$ cat config.mk
export PLATFORM = sky130hd
export DESIGN_NAME = tisc_alu_pipe
export DESIGN_NICKNAME = d
export VERILOG_FILES = /design/src/rtl/tisc_alu_pkg.sv /design/src/rtl/tisc_alu_mul_seq.sv /design/src/rtl/tisc_alu_pipe.sv
export SDC_FILE = /design/constraint.sdc
export NUM_CORES = 1
export LEC_CHECK = 0
export CORE_MARGIN = 10
export CORE_UTILIZATION = 40
export CTS_CLUSTER_DIAMETER = 30
export DETAILED_ROUTE_END_ITERATION = 10
export SLEW_MARGIN = 5
export SYNTH_ARGS = -nofsm -noshare
export SYNTH_HDL_FRONTEND = slang
export SYNTH_SLANG_ARGS = --single-unit
$ cat constraint.sdc
create_clock -name clk -period 4.5 [get_ports clk]
set_clock_uncertainty 0.1 [all_clocks]
set_input_delay 0.9 -clock clk [delete_from_list [all_inputs] [get_ports clk]]
set_output_delay 0.9 -clock clk [all_outputs]
set_load 0.1 [all_outputs]
$ cat src/rtl/tisc_alu_pkg.sv
// Shared types for the TISC pipelined ALU: opcodes, flag bit positions and
// the control FSM state encoding.
package tisc_alu_pkg;

    typedef enum logic [3:0] {
        OP_ADD = 4'd0,
        OP_SUB = 4'd1,
        OP_SHL = 4'd2,
        OP_CMP = 4'd3,
        OP_AND = 4'd4,
        OP_OR  = 4'd5,
        OP_XOR = 4'd6,
        OP_SHR = 4'd7,
        OP_ADC = 4'd8,
        OP_MUL = 4'd9
    } op_e;

    localparam int unsigned FLAG_C = 3;
    localparam int unsigned FLAG_Z = 2;
    localparam int unsigned FLAG_N = 1;
    localparam int unsigned FLAG_V = 0;

    typedef enum logic [1:0] {
        ST_IDLE,
        ST_BUSY,
        ST_HOLD
    } state_e;

endpackage

$ cat src/rtl/tisc_alu_mul_seq.sv
// Iterative shift-add multiplier: one partial-product step per cycle,
// low WIDTH bits of the product presented combinationally with done_o.
module tisc_alu_mul_seq #(
    parameter int unsigned WIDTH = 8
) (
    input  logic             clk,
    input  logic             rst,
    input  logic             start_i,
    input  logic [WIDTH-1:0] a_i,
    input  logic [WIDTH-1:0] b_i,
    output logic             busy_o,
    output logic             done_o,
    output logic [WIDTH-1:0] product_o
);
    localparam int unsigned CW = $clog2(WIDTH);

    logic [CW-1:0]    cnt_q;
    logic             busy_q;
    logic [WIDTH-1:0] mcand_q;
    logic [WIDTH-1:0] mplier_q;
    logic [WIDTH-1:0] acc_q;
    logic [WIDTH-1:0] acc_d;

    assign acc_d     = acc_q + (mplier_q[0] ? mcand_q : '0);
    // The final step is folded into product_o so the result lands on the
    // WIDTH-th edge after start rather than one later.
    assign done_o    = busy_q && (cnt_q == CW'(WIDTH - 1));
    assign product_o = acc_d;
    assign busy_o    = busy_q;

    always_ff @(posedge clk or posedge rst) begin
        if (rst) begin
            cnt_q    <= '0;
            busy_q   <= 1'b0;
            mcand_q  <= '0;
            mplier_q <= '0;
            acc_q    <= '0;
        end else if (start_i) begin
            cnt_q    <= '0;
            busy_q   <= 1'b1;
            mcand_q  <= a_i;
            mplier_q <= b_i;
            acc_q    <= '0;
        end else if (busy_q) begin
            acc_q    <= acc_d;
            mcand_q  <= mcand_q << 1;
            mplier_q <= mplier_q >> 1;
            if (done_o) begin
                cnt_q  <= '0;
                busy_q <= 1'b0;
            end else begin
                cnt_q <= cnt_q + 1'b1;
            end
        end
    end

endmodule

$ cat src/rtl/tisc_alu_pipe.sv
// Handshaked TISC ALU: single-cycle logic/arithmetic plus sequential MUL,
// with a registered result and persistent {C,Z,N,V} flags.
module tisc_alu_pipe
    import tisc_alu_pkg::*;
#(
    parameter int unsigned WIDTH  = 8,
    parameter bit          MUL_EN = 1'b1
) (
    input  logic             clk,
    input  logic             rst,
    input  logic             in_valid,
    output logic             in_ready,
    input  logic [3:0]       op,
    input  logic [WIDTH-1:0] a,
    input  logic [WIDTH-1:0] b,
    output logic             out_valid,
    input  logic             out_ready,
    output logic [WIDTH-1:0] y,
    output logic [3:0]       flags
);
    state_e           state_q, state_d;
    logic [WIDTH-1:0] y_q, y_d;
    logic [3:0]       flags_q, flags_d;

    logic             in_ready_int, accept, is_mul, mul_start;
    logic             mul_busy, mul_done;
    logic [WIDTH-1:0] mul_prod;
    logic             cin;
    logic [WIDTH:0]   sum, diff;
    logic [WIDTH-1:0] alu_y;
    logic [3:0]       alu_flags, mul_flags;

    tisc_alu_mul_seq #(.WIDTH(WIDTH)) u_mul (
        .clk      (clk),
        .rst      (rst),
        .start_i  (mul_start),
        .a_i      (a),
        .b_i      (b),
        .busy_o   (mul_busy),
        .done_o   (mul_done),
        .product_o(mul_prod)
    );

    assign is_mul = MUL_EN && (op == OP_MUL);
    assign cin    = (op == OP_ADC) ? flags_q[FLAG_C] : 1'b0;
    assign sum    = {1'b0, a} + {1'b0, b} + {{WIDTH{1'b0}}, cin};
    assign diff   = {1'b0, a} - {1'b0, b};

    always_comb begin
        logic c, v, upd, add_v, sub_v;
        add_v     = (a[WIDTH-1] == b[WIDTH-1]) && (sum[WIDTH-1] != a[WIDTH-1]);
        sub_v     = (a[WIDTH-1] != b[WIDTH-1]) && (diff[WIDTH-1] != a[WIDTH-1]);
        alu_y     = '0;
        c         = 1'b0;
        v         = 1'b0;
        upd       = 1'b1;
        alu_flags = flags_q;
        case (op)
            OP_ADD, OP_ADC: begin alu_y = sum[WIDTH-1:0];  c = sum[WIDTH];  v = add_v; end
            OP_SUB:         begin alu_y = diff[WIDTH-1:0]; c = diff[WIDTH]; v = sub_v; end
            OP_CMP:         begin alu_y = WIDTH'(a == b);  c = diff[WIDTH]; v = sub_v; end
            OP_SHL:         begin alu_y = {a[WIDTH-2:0], 1'b0}; c = a[WIDTH-1]; end
            OP_SHR:         begin alu_y = {1'b0, a[WIDTH-1:1]}; c = a[0]; end
            OP_AND:         alu_y = a & b;
            OP_OR:          alu_y = a | b;
            OP_XOR:         alu_y = a ^ b;
            default:        upd = 1'b0;
        endcase
        if (upd) begin
            alu_flags[FLAG_C] = c;
            alu_flags[FLAG_Z] = (op == OP_CMP) ? (a == b)        : (alu_y == '0);
            alu_flags[FLAG_N] = (op == OP_CMP) ? diff[WIDTH-1]   : alu_y[WIDTH-1];
            alu_flags[FLAG_V] = v;
        end
    end

    always_comb begin
        mul_flags         = '0;
        mul_flags[FLAG_Z] = (mul_prod == '0);
        mul_flags[FLAG_N] = mul_prod[WIDTH-1];
    end

    assign in_ready_int = (state_q == ST_IDLE) || ((state_q == ST_HOLD) && out_ready);
    assign accept       = in_valid && in_ready_int;
    assign in_ready     = !rst && in_ready_int;
    assign out_valid    = (state_q == ST_HOLD);
    assign y            = y_q;
    assign flags        = flags_q;

    always_comb begin
        state_d   = state_q;
        y_d       = y_q;
        flags_d   = flags_q;
        mul_start = 1'b0;
        case (state_q)
            ST_IDLE, ST_HOLD: begin
                if (accept) begin
                    if (is_mul) begin
                        state_d   = ST_BUSY;
                        mul_start = 1'b1;
                    end else begin
                        state_d = ST_HOLD;
                        y_d     = alu_y;
                        flags_d = alu_flags;
                    end
                end else if (state_q == ST_HOLD && out_ready) begin
                    state_d = ST_IDLE;
                end
            end
            ST_BUSY: begin
                if (mul_done) begin
                    state_d = ST_HOLD;
                    y_d     = mul_prod;
                    flags_d = mul_flags;
                end
            end
            default: state_d = ST_IDLE;
        endcase
    end

    always_ff @(posedge clk or posedge rst) begin
        if (rst) begin
            state_q <= ST_IDLE;
            y_q     <= '0;
            flags_q <= '0;
        end else begin
            state_q <= state_d;
            y_q     <= y_d;
            flags_q <= flags_d;
        end
    end

endmodule
==> impl_metrics.ini, run 1 <==
[synthesis]
synth_top_cells_by_count = 42 x dfrtp_1, 40 x nor2_1, 39 x nand2_1
synth_cell_types = 67
yosys_register_bits = 42
synth_area_mm2 = 0.00384
async_reset_ff_frac = 1.00
synth_cells = 453
yosys-top-cells-area = dfrtp_1 27%, ha_1 11%, mux2i_1 7.0%
syn_area_per_cell_um2 = 8.49
yosysWarnings = 0
ys_seq_area_frac = 0.273
synth_top_area_frac = 0.273
synth_ff_type = dfrtp_1
synth-edff-count = 0
syn_nets = 514
synth_largest_area_cell = dfrtp_1
synth_most_common_cell = dfrtp_1

[timing]
rsz0062_at_grt = no
hold_violations = 0
fin_crit_ns = 3.83
setup_viol = 0
slew_headroom = 0.336
period_share = 0.851
max_freq_mhz = 261
worst_pin_slew_ns = 0.992
finalSetupTns_ns = 0
maxSlewViolCount = 0

[power]
p_leak_nw = 1.91
peakVddDrop_v = 0.000203
finalPower_mw = 1.83
power.density_mw_per_mm2 = 416

[cts]
root_buffer = clkbuf_8
clk_latency_ns = 0.30
cts_sinks = 42
cts-buffers-inserted = 5
postCtsResizedCells = 0
cts_max_path_buffers = 2
post-cts-setup-buffer-count = 0
ctsHoldBuffers = 0
cts_tree = built
htreeDepth = 2
path_clk_slew_ns = 0.09

[drt]
wl_per_cell_um = 17.6
drc = 0
wl_um = 10700
vias = 3384
dr.pass1.iters = 5
first_iter_violations = 364
viasPerCell = 5.55
ant_nets = 0

[worst_hold_path]
hold_class = flop to flop
hold_end = y[5]
min-delay-start = y[5]
worstHoldPathCells = 1

[setup_path]
reg2reg_depth = 9
critPathKind = input pin to flop
critPathLaunchType = input pin
end_kind = flop
critPathArrivalTime_ns = 3.96
reg2reg_from = flags[3]
rrSetupSlack_ns = 1.63
required_ns = 4.63
reg2reg_to = flags[2]
path_max_fanout = 4

[floorplan]
std_cell_rows = 35
dieArea_mm2 = 0.0139
start_util = 0.414
core_mm2 = 0.00928
die-height_um = 118
io_pins = 38
die_x_um = 118

[grt]
gr-total-overflow = 0
grt_max_degree = 43
track_usage = 0.149
grt_pass1_vias = 3278
grt_first_pass_wirelength_um = 17400
antenna_found_initial = 0

[placement]
gp_congestion = 0.962
port-buffer-count = 37
dpl.hpwl_um = 8260

[layout]
syn2layout_area_growth_pct = 14.4
finish.net_count = 541
nFillCells = 938
n_antenna_cell = 0
post-route-util = 0.474
drive_above_1_share = 0.0644

[status]
outcome = complete, no violations

[flow_run]
drv_cap = 0
[report_power, final]
part / switching (mW) / internal (mW)
Combinational: 0.613 / 0.357
Clock: 0.138 / 0.124
Sequential: 0.0872 / 0.511
[kinds of logic after synthesis]
family / share of synthesized area
AND/OR/NAND/NOR: 0.220
AO/OA/AOI/OAI: 0.203
buffers and inverters: 0.0644
flip-flops: 0.273
adder cells (fa/ha/maj): 0.128
multiplexers: 0.0908
XOR/XNOR: 0.0205
[critical path, cell delays in order]
cell	delay, ns
clkdlybuf4s50_1	0.50
inv_1	0.19
ha_1	0.20
inv_1	0.06
fa_1	0.40
nor3b_1	0.18
o311ai_0	0.37
a21oi_1	0.12
nor4_1	0.27
a21oi_1	0.13
or4_1	0.53
o21ai_1	0.13
[state kept, by name (all words and copies together), names as in the netlist]
name	cells
u_mul.mcand_q	8
flags	4
u_mul.busy_o	1
state_q	2
y	8
u_mul.acc_q	8
u_mul.mplier_q	8
u_mul.cnt_q	3
[cell usage in the layout, fill, tap and decap left out, types with 8 or more instances in the layout]
master	Yosys	final
buf_4	3	10
nor3_1	8	8
mux2i_1	27	27
a21oi_1	26	26
ha_1	33	33
inv_1	29	28
nand2_1	39	39
o21ai_0	31	31
nor2_1	40	39
dfrtp_1	42	42
clkdlybuf4s50_1	0	36
nor2b_1	8	8
[layer usage]
metal / global-route usage / wire length [um] / up-vias
li1: - / - / 1669
met1: 0.203 / 5220 / 1607
met2: 0.230 / 4790 / 91
met3: 0.0230 / 438 / 17
met4: 0.0580 / 282 / 0
met5: 0 / 0 / -
[worst max path at each step]
stage / from / end / depth (start not counted)
after floorplan: out_ready / in_ready / 2
after global placement: a[0] / flags[2] / 12
after detailed placement: a[0] / flags[2] / 12
after CTS: a[0] / flags[2] / 12
after global routing: a[0] / flags[2] / 12
final: a[0] / flags[2] / 12
[area by class of cell]
| type | instances | area [um2] | share of cell area |
|---|---|---|---|
| clock buffer | 6 | 82.6 | 0.0188 |
| clock inverter | 2 | 12.5 | 0.00284 |
| inverter | 29 | 109 | 0.0247 |
| multi-input combinational | 356 | 2550 | 0.579 |
| sequential | 42 | 1050 | 0.239 |
| tap | 129 | 161 | 0.0367 |
| timing repair buffer | 46 | 435 | 0.0989 |
[per-stage QoR]
step | std cells | hold slack (ns) | setup slack, ns | area (um2)
finish | 610 | 0.389 | 0.671 | 4400
global route | 610 | 0.443 | 0.378 | 4400
CTS | 610 | 0.396 | 0.673 | 4400
detailed placement | 602 | 0.377 | 0.368 | 4310
global placement | 602 | 0.373 | 0.369 | 4310
floorplan | 453 | 0.381 | 0.278 | 3840
Note: power is estimated with default switching activity, not from simulation.
==> run 2, diff against run 1 <==
--- a/config.mk
+++ b/config.mk
@@ -7,8 +7,10 @@
 export LEC_CHECK = 0
 export CORE_MARGIN = 10
 export CORE_UTILIZATION = 40
+export CTS_BUF_LIST = sky130_fd_sc_hd__clkbuf_16
 export CTS_CLUSTER_DIAMETER = 30
 export DETAILED_ROUTE_END_ITERATION = 10
+export GPL_TIMING_DRIVEN = 0
 export SLEW_MARGIN = 5
 export SYNTH_ARGS = -nofsm -noshare
 export SYNTH_HDL_FRONTEND = slang
==> constraint.sdc (replaced) <==
create_clock -name clk -period 4.5 [get_ports clk]
set_clock_uncertainty 0.1 [all_clocks]
set_input_delay 0.45 -clock clk [delete_from_list [all_inputs] [get_ports clk]]
set_output_delay 0.45 -clock clk [all_outputs]
set_load 0.1 [all_outputs]
==> impl_metrics.ini, run 2 (synthesis results as in run 1) <==
[cts]
cts_sinks = 42
clk_latency_ns = 0.28
postCtsResizedCells = 0
ctsHoldBuffers = 0
path_clk_slew_ns = 0.06
cts_tree = built
cts-buffers-inserted = 5
cts_max_path_buffers = 2
root_buffer = clkbuf_16
post-cts-setup-buffer-count = 0
htreeDepth = 2

[timing]
slew_headroom = 0.239
setup_ws_ns = 0.519
worst_pin_slew_ns = 1.14
setup_viol = 0
rsz0062_at_grt = no
finalSetupTns_ns = 0
max_freq_mhz = 251
hold_violations = 0
fin_crit_ns = 3.98
period_share = 0.885
maxSlewViolCount = 0

[drt]
wl_per_cell_um = 18.1
first_iter_violations = 293
vias = 3542
ant_nets = 0
wl_um = 11400
viasPerCell = 5.64
dr.pass1.iters = 5
drc = 0

[setup_path]
critPathLaunchType = input pin
end_kind = flop
cpPeakStageDelay_ns = 0.57
critPathKind = input pin to flop
cp_cell_sequence = clkdlybuf4s50_1 > buf_2 > buf_2 > nor2_1 > nand3_1 > fa_1 > fa_1 > o21ai_1 > nor2_1 > nor4_1 > a21oi_1 > or4_1 > o21ai_1
required_ns = 4.61
cp_slowest_cell = or4_1
critPathArrivalTime_ns = 4.09
path_max_fanout = 10

[floorplan]
die_x_um = 118
std_cell_rows = 35
io_pins = 38
start_util = 0.414
dieArea_mm2 = 0.0139
core_mm2 = 0.00928
die-height_um = 118

[grt]
grt_max_degree = 35
antenna_found_initial = 0
grt_pass1_vias = 3460
track_usage = 0.159
grt_first_pass_wirelength_um = 18400
gr-total-overflow = 0

[power]
swShare = 0.434
finalPower_mw = 2.01
pwr-share-seq = 0.301
comb_power_share = 0.491
intPower_mw = 1.14
power.density_mw_per_mm2 = 440
peakVddDrop_v = 0.000198
p_switching_mw = 0.872
pwr-share-clk = 0.208
p_leak_nw = 1.98

[layout]
drive_above_1_share = 0.0681
final_area_mm2 = 0.00457
syn2layout_area_growth_pct = 18.7
finish.net_count = 559
final-instance-count-excl-fill = 628
n_antenna_cell = 0
final_common_cell = dfrtp_1
final_cell_mix = 42 x dfrtp_1, 40 x nor2_1, 39 x nand2_1

[status]
outcome = complete, no violations

[flow_run]
drv_cap = 0

[placement]
place_area_mm2 = 0.00440
port-buffer-count = 37
post-place-ws_ns = 0.309
dpl.hpwl_um = 8910
dp_cells = 620
gp_congestion = 0.895

[worst_hold_path]
hold_class = input pin to asynchronous set/reset pin
run 2: area by class of cell:
cell class                 instances  area, um2
multi-input combinational        356       2550
buffer                            26        139
tap                              129        161
clock buffer                       5        125
timing repair buffer              38        390
inverter                          29        109
clock inverter                     3       43.8
sequential                        42       1050
fill                             957       4720
run 2: per-layer routing:
layer  GRT usage  share of wire  up-vias
li1            -              -     1711
met4      0.0495          0.016        0
met3      0.0182          0.050       12
met2       0.258           0.46      126
met1       0.214           0.47     1693
met5           0              0        -
run 2: through the flow:
step | hold WS [ns] | util
floorplan | 0.381 | -
global placement | 0.376 | 0.471
detailed placement | 0.380 | 0.474
CTS | 0.339 | 0.492
global route | 0.356 | 0.492
finish | 0.339 | 0.492
run 2: path summary, 6_finish.rpt:
kind	start	to	slack, ns	depth (start not counted)
worst max-delay path	op[1]	flags[2]	0.52	13
worst min-delay path	rst	y[6]	0.34	2
worst max register to register	flags[3]	flags[2]	1.47	9
worst min register to register	flags[0]	flags[0]	0.39	2
max in group asynchronous	rst	u_mul.mplier_q[7]	3.52	3
min in group clk	flags[0]	flags[0]	0.39	2
run 2: power by group through the flow:
stage	sequential (mW)	clock, mW	combinational [mW]
2_1_floorplan	0.770	0	0.558
3_3_place_gp	0.601	0	0.967
3_5_place_dp	0.608	0	0.985
4_1_cts	0.604	0.422	0.989
5_1_grt	0.625	0.438	1.07
6_report	0.604	0.419	0.987
run 2: critical path, delay by kind of cell:
family / cells / cell delay, ns
fa+ha+maj: 2 / 0.87
compound gates: 3 / 0.61
simple gates: 5 / 1.20
buf+inv: 3 / 0.95
